--- src/rtl/seq_mult_nxn_pkg.sv ---
// seq_mult_nxn_pkg: shared state encoding and magnitude helper for seq_mult_nxn.
package seq_mult_pkg;
  localparam int MAX_WIDTH = 32;
  typedef enum logic [1:0] {IDLE, RUN, DONE} state_t;
  // v holds a w-bit two's complement value zero-extended to MAX_WIDTH bits
  function automatic logic [MAX_WIDTH-1:0] abs_mag(input logic [MAX_WIDTH-1:0] v, input int w);
    logic [MAX_WIDTH-1:0] m;
    m = (w >= MAX_WIDTH) ? '1 : ((MAX_WIDTH'(1) << w) - MAX_WIDTH'(1));
    return v[w-1] ? ((~v + MAX_WIDTH'(1)) & m) : v;
  endfunction
endpackage

--- src/rtl/seq_mult_nxn_if.sv ---
// seq_mult_nxn_if: start/busy/done operand-result bundle; is_signed exists only with SEQ_MULT_SIGNED_EN.
interface seq_mult_nxn_if #(parameter int WIDTH = 8);
  logic start;
  logic [WIDTH-1:0] x;
  logic [WIDTH-1:0] y;
`ifdef SEQ_MULT_SIGNED_EN
  logic is_signed;
`endif
  logic busy;
  logic done;
  logic [2*WIDTH-1:0] p;
  modport master (
`ifdef SEQ_MULT_SIGNED_EN
    output is_signed,
`endif
    output start, x, y,
    input busy, done, p
  );
  modport slave (
`ifdef SEQ_MULT_SIGNED_EN
    input is_signed,
`endif
    input start, x, y,
    output busy, done, p
  );
endinterface

--- src/rtl/seq_mult_nxn.sv ---
// seq_mult_nxn: WIDTH x WIDTH shift-add multiplier, one result per WIDTH+1 cycles.
// SEQ_MULT_SIGNED_EN adds two's complement operands via magnitude/sign handling.
module seq_mult_nxn
  import seq_mult_pkg::*;
#(
  parameter int WIDTH = 8
) (
  input logic clk,
  input logic rst,
  seq_mult_nxn_if.slave bus
);
  localparam int CNT_W = $clog2(WIDTH + 1);
  state_t r_state, w_next;
  logic [2*WIDTH-1:0] r_acc, r_mcand, r_p, w_acc_nxt;
  logic [WIDTH-1:0] r_mplier, w_xm, w_ym;
  logic [CNT_W-1:0] r_cnt;
  logic r_neg, w_neg, w_accept, w_last;
`ifdef SEQ_MULT_SIGNED_EN
  always_comb begin
    w_xm = bus.is_signed ? WIDTH'(abs_mag(MAX_WIDTH'(bus.x), WIDTH)) : bus.x;
    w_ym = bus.is_signed ? WIDTH'(abs_mag(MAX_WIDTH'(bus.y), WIDTH)) : bus.y;
    w_neg = bus.is_signed & (bus.x[WIDTH-1] ^ bus.y[WIDTH-1]);
  end
`else
  always_comb begin
    w_xm = bus.x;
    w_ym = bus.y;
    w_neg = 1'b0;
  end
`endif
  assign w_accept = (r_state != RUN) && bus.start;
  assign w_last = (r_state == RUN) && (r_cnt == CNT_W'(WIDTH - 1));
  assign w_acc_nxt = r_acc + (r_mplier[0] ? r_mcand : '0);
  always_comb begin
    w_next = w_accept ? RUN : (r_state == RUN) ? (w_last ? DONE : RUN) : IDLE;
  end
  always_ff @(posedge clk or posedge rst) begin
    if (rst) r_state <= IDLE;
    else r_state <= w_next;
  end
  always_ff @(posedge clk or posedge rst) begin
    if (rst) begin
      r_acc <= '0;
      r_mcand <= '0;
      r_mplier <= '0;
      r_cnt <= '0;
      r_neg <= 1'b0;
      r_p <= '0;
    end else if (w_accept) begin
      r_acc <= '0;
      r_mcand <= {{WIDTH{1'b0}}, w_xm};
      r_mplier <= w_ym;
      r_cnt <= '0;
      r_neg <= w_neg;
    end else if (r_state == RUN) begin
      r_acc <= w_acc_nxt;
      r_mcand <= r_mcand << 1;
      r_mplier <= r_mplier >> 1;
      r_cnt <= r_cnt + CNT_W'(1);
      if (w_last) r_p <= r_neg ? -w_acc_nxt : w_acc_nxt;
    end
  end
  assign bus.busy = (r_state == RUN);
  assign bus.done = (r_state == DONE);
  assign bus.p = r_p;
endmodule

--- src/flat_wrapper.sv ---
// flat-port wrapper written by rule: the top's interface ports become plain ports
module seq_mult_nxn_flat import seq_mult_pkg::*;
#(
  parameter int WIDTH = 8
)
  (clk, rst, bus_start, bus_x, bus_y, bus_busy, bus_done, bus_p);
  seq_mult_nxn_if #(.WIDTH(WIDTH)) bus_i ();
  input logic clk;
  input logic rst;
  input wire logic [$bits(bus_i.start)-1:0] bus_start;
  input wire logic [$bits(bus_i.x)-1:0] bus_x;
  input wire logic [$bits(bus_i.y)-1:0] bus_y;
  output wire logic [$bits(bus_i.busy)-1:0] bus_busy;
  output wire logic [$bits(bus_i.done)-1:0] bus_done;
  output wire logic [$bits(bus_i.p)-1:0] bus_p;
  assign bus_i.start = bus_start;
  assign bus_i.x = bus_x;
  assign bus_i.y = bus_y;
  assign bus_busy = bus_i.busy;
  assign bus_done = bus_i.done;
  assign bus_p = bus_i.p;
  seq_mult_nxn #(.WIDTH(WIDTH)) u_core (.clk(clk), .rst(rst), .bus(bus_i));
endmodule
--- config.mk ---
export PLATFORM = sky130hd
export DESIGN_NAME = seq_mult_nxn_flat
export DESIGN_NICKNAME = d
export VERILOG_FILES = /design/src/rtl/seq_mult_nxn_pkg.sv /design/src/rtl/seq_mult_nxn_if.sv /design/src/rtl/seq_mult_nxn.sv /design/src/flat_wrapper.sv
export SDC_FILE = /design/constraint.sdc
export NUM_CORES = 1
export LEC_CHECK = 0
export ABC_AREA = 1
export CAP_MARGIN = 30
export CORE_MARGIN = 5
export CORE_UTILIZATION = 40
export CTS_BUF_LIST = sky130_fd_sc_hd__clkbuf_8
export DETAILED_ROUTE_END_ITERATION = 10
export SLEW_MARGIN = 10
export SYNTH_ARGS = -nofsm -noshare
export SYNTH_HDL_FRONTEND = slang
export SYNTH_SLANG_ARGS = --single-unit
--- constraint.sdc ---
create_clock -name clk -period 2.4 [get_ports clk]
set_input_delay 0.48 -clock clk [delete_from_list [all_inputs] [get_ports clk]]
set_output_delay 0.48 -clock clk [all_outputs]
set_load 0.01 [all_outputs]
==> run summary <==
setup repair bufs after CTS: 0
Die H: 103 um
Syn Std Cell Area: 3480 sq um
Post-synth ARST share: 100%
post-layout util: 48.4%
Mapped Avg Cell Area: 7.67 sq um
Setup Viol. Count Final: 0
Post-DP Area: 3960 sq um
initial core utilization: 40.5%
Critical Path AT: 1760 ps
R2R setup slack: 410 ps
CTS H-Tree Depth: 3
clk buf depth: 2
worst skew pair latency: 350 ps
Finished Layout Cells: 608
TritonCTS clock tree: done
fmax: 0.447 GHz
worst r2r src: u_core.r_mplier[0]$_DFFE_PP0P_
Crit path required time: 1920 ps
dpl hpwl: 5.73 mm
CP Max Fanout: 25
die area: 10700 sq um
placed cells: 592
Clk network pwr share: 21.5%
Port Buf Inserts: 36
vias in the first global route: 2774
combinational share of power: 40.8%
number of CTS-inserted buffers: 9
Sum Neg Setup Slack: 0 ps
pin count of the biggest net entering global routing: 63
diodes inserted: 0
Static Leak: 0.00229 uW
fin nets: 531
# IOs: 37
total track usage: 16.3%
GRT overflow: 0
post-CTS sizing: 0
hold path start: u_core.bus.p[3]$_DFFE_PP0P_
initial antenna violation count: 0
Placer Congestion: 0.921
Seq cells post-synth: 62
Slew headroom: 71.6%
Cell variety after synth: 34
Slew Viols, Final: 0
Worst Reg-to-Reg Cells: 11
Hold Crit Depth: 2
sw frac: 38.0%
Flop pwr share: 37.7%
most frequent cells in the layout: nand2_1, inv_1, dfrtp_1
Final Critical Period: 2240 ps
Post-Syn Nets: 490
Root Driver: clkbuf_8
MaxCap Viol Count: 0
Cell Pwr Density: 1050 nW/um^2
Worst Hold Class: reg -> reg
Hold Buf Count CTS: 0
Tcrit/Tclk final: 93.3%
antenna-violating nets left: 0
Final Hold Fails: 0
clock sinks: 62
Fillers: 850
drt wl/cell: 12.8 um
CORE AREA: 8590 sq um
CP Launch Type: register
Residual DRC: 0
Syn. warnings: 0
vias: 2877
EDFF count, synth: 0
drt total wl: 7.80 mm
post-route cell area: 4160 sq um
number of vias per cell: 4.73
kind of critical path: reg -> out
die width: 103 um
total power: 4370 uW
register area share after synthesis: 44.5%
status: completed
Worst Hold End: u_core.bus.p[3]$_DFFE_PP0P_
router iterations before antenna repair: 4
clk_skew: 11.7 ps
first-pass GRT wire length: 13.4 mm
most common cell after layout, fill and taps aside: nand2_1
Critical Path End Type: output port
NetSw: 1660 uW
internal power: 2710 uW
Worst-Margin Slew: 425 ps
Syn-to-layout area delta: 19.5%
# rows: 34
VDD IR max: 0.335 mV
Mapped Cells: 454
ys flop type: dfrtp_1
Crit Reg-Reg Endpoint: u_core.bus.p[6]$_DFFE_PP0P_
Clock Pin Slew Worst Setup and Hold Paths: 70 ps
Iter 0 DRT Violations: 154
RSZ-0062 raised after global routing: false
layout cells sized above 1: 6.20%
power groups by stage:
stage	clock, uW	sequential (uW)	combinational (uW)
2_1_floorplan	0	1650	1220
3_3_place_gp	0	1650	1780
3_5_place_dp	0	1660	1800
4_1_cts	961	1640	1800
5_1_grt	1000	1690	2030
6_report	939	1640	1780
registers in the layout (all words and copies together) (netlist names):
signal,count
u_core.r_mplier,8
u_core.r_mcand,16
u_core.r_acc,16
u_core.bus.p,16
u_core.r_state,2
u_core.r_cnt,4
per-stage QoR:
step                      hold slack, ps  setup slack (ps)
after floorplan                      453               311
after global routing                 490              66.9
after global placement               458               395
final                                479               161
after CTS                            483               129
after detailed placement             465               367
synthesized netlist by cell type, types with 2 or more instances:
cell type / count / area share [%]
ha_1: 16 / 5.7
nand2_1: 179 / 19
xnor2_1: 2 / 0.50
nand2_2: 2 / 0.36
buf_2: 4 / 0.57
or2_1: 4 / 0.72
nand3b_1: 4 / 0.86
o21ai_0: 6 / 0.86
xor2_1: 3 / 0.75
clkbuf_1: 2 / 0.22
dfrtp_1: 62 / 45
inv_2: 2 / 0.22
nand3_1: 29 / 4.2
o22ai_1: 7 / 1.3
nor3_1: 3 / 0.43
o221ai_1: 8 / 2.0
buf_4: 3 / 0.65
o211ai_1: 6 / 1.3
a22o_1: 6 / 1.5
a21oi_1: 6 / 0.86
nor2_1: 13 / 1.4
inv_1: 74 / 8.0
buf_6: 2 / 0.65
critical path: stages, from the launching register on:
cell,delay [ps]
dfrtp_1,360
inv_1,100
nand2_4,200
inv_2,200
clkdlybuf4s50_1,560
cell type report:
| type | count | area, sq um | share of cell area, % |
|---|---|---|---|
| multi-input combinational | 303 | 1560 | 37.6 |
| sequential | 62 | 1550 | 37.3 |
| timing repair buffer | 42 | 418 | 10.0 |
| inverter | 77 | 292 | 7.01 |
| clock buffer | 11 | 151 | 3.64 |
| tap | 108 | 135 | 3.25 |
| clock inverter | 5 | 50.0 | 1.20 |
metal layers:
| layer | vias to the layer above | wire length (um) | GRT usage [%] |
|---|---|---|---|
| li1 | 1507 | - | - |
| met3 | 13 | 362 | 2.82 |
| met5 | - | 0 | 0 |
| met2 | 65 | 3220 | 23.5 |
| met1 | 1292 | 4020 | 23.6 |
| met4 | 0 | 198 | 7.87 |
worst max-delay path by stage:
stage | endpoint | slack [ps] | depth (start not counted) | from
floorplan | u_core.bus.p[6]$_DFFE_PP0P_ | 310 | 13 | u_core.r_mplier[0]$_DFFE_PP0P_
global placement | u_core.r_mcand[2]$_DFFE_PP0P_ | 400 | 5 | bus_start
detailed placement | u_core.r_mcand[2]$_DFFE_PP0P_ | 370 | 5 | bus_start
CTS | bus_busy | 130 | 4 | u_core.r_state[1]$_DFF_PP0_
global route | bus_busy | 70 | 4 | u_core.r_state[1]$_DFF_PP0_
finish | bus_busy | 160 | 4 | u_core.r_state[1]$_DFF_PP0_
cell families after synthesis:
kind of cell	share of synthesized area, %
AND/OR/NAND/NOR	29.1
buffers and inverters	10.6
flip-flops	44.5
AO/OA/AOI/OAI	8.19
adder cells (fa/ha/maj)	6.32
XOR/XNOR	1.26
Note: power is estimated with default switching activity, not from simulation.
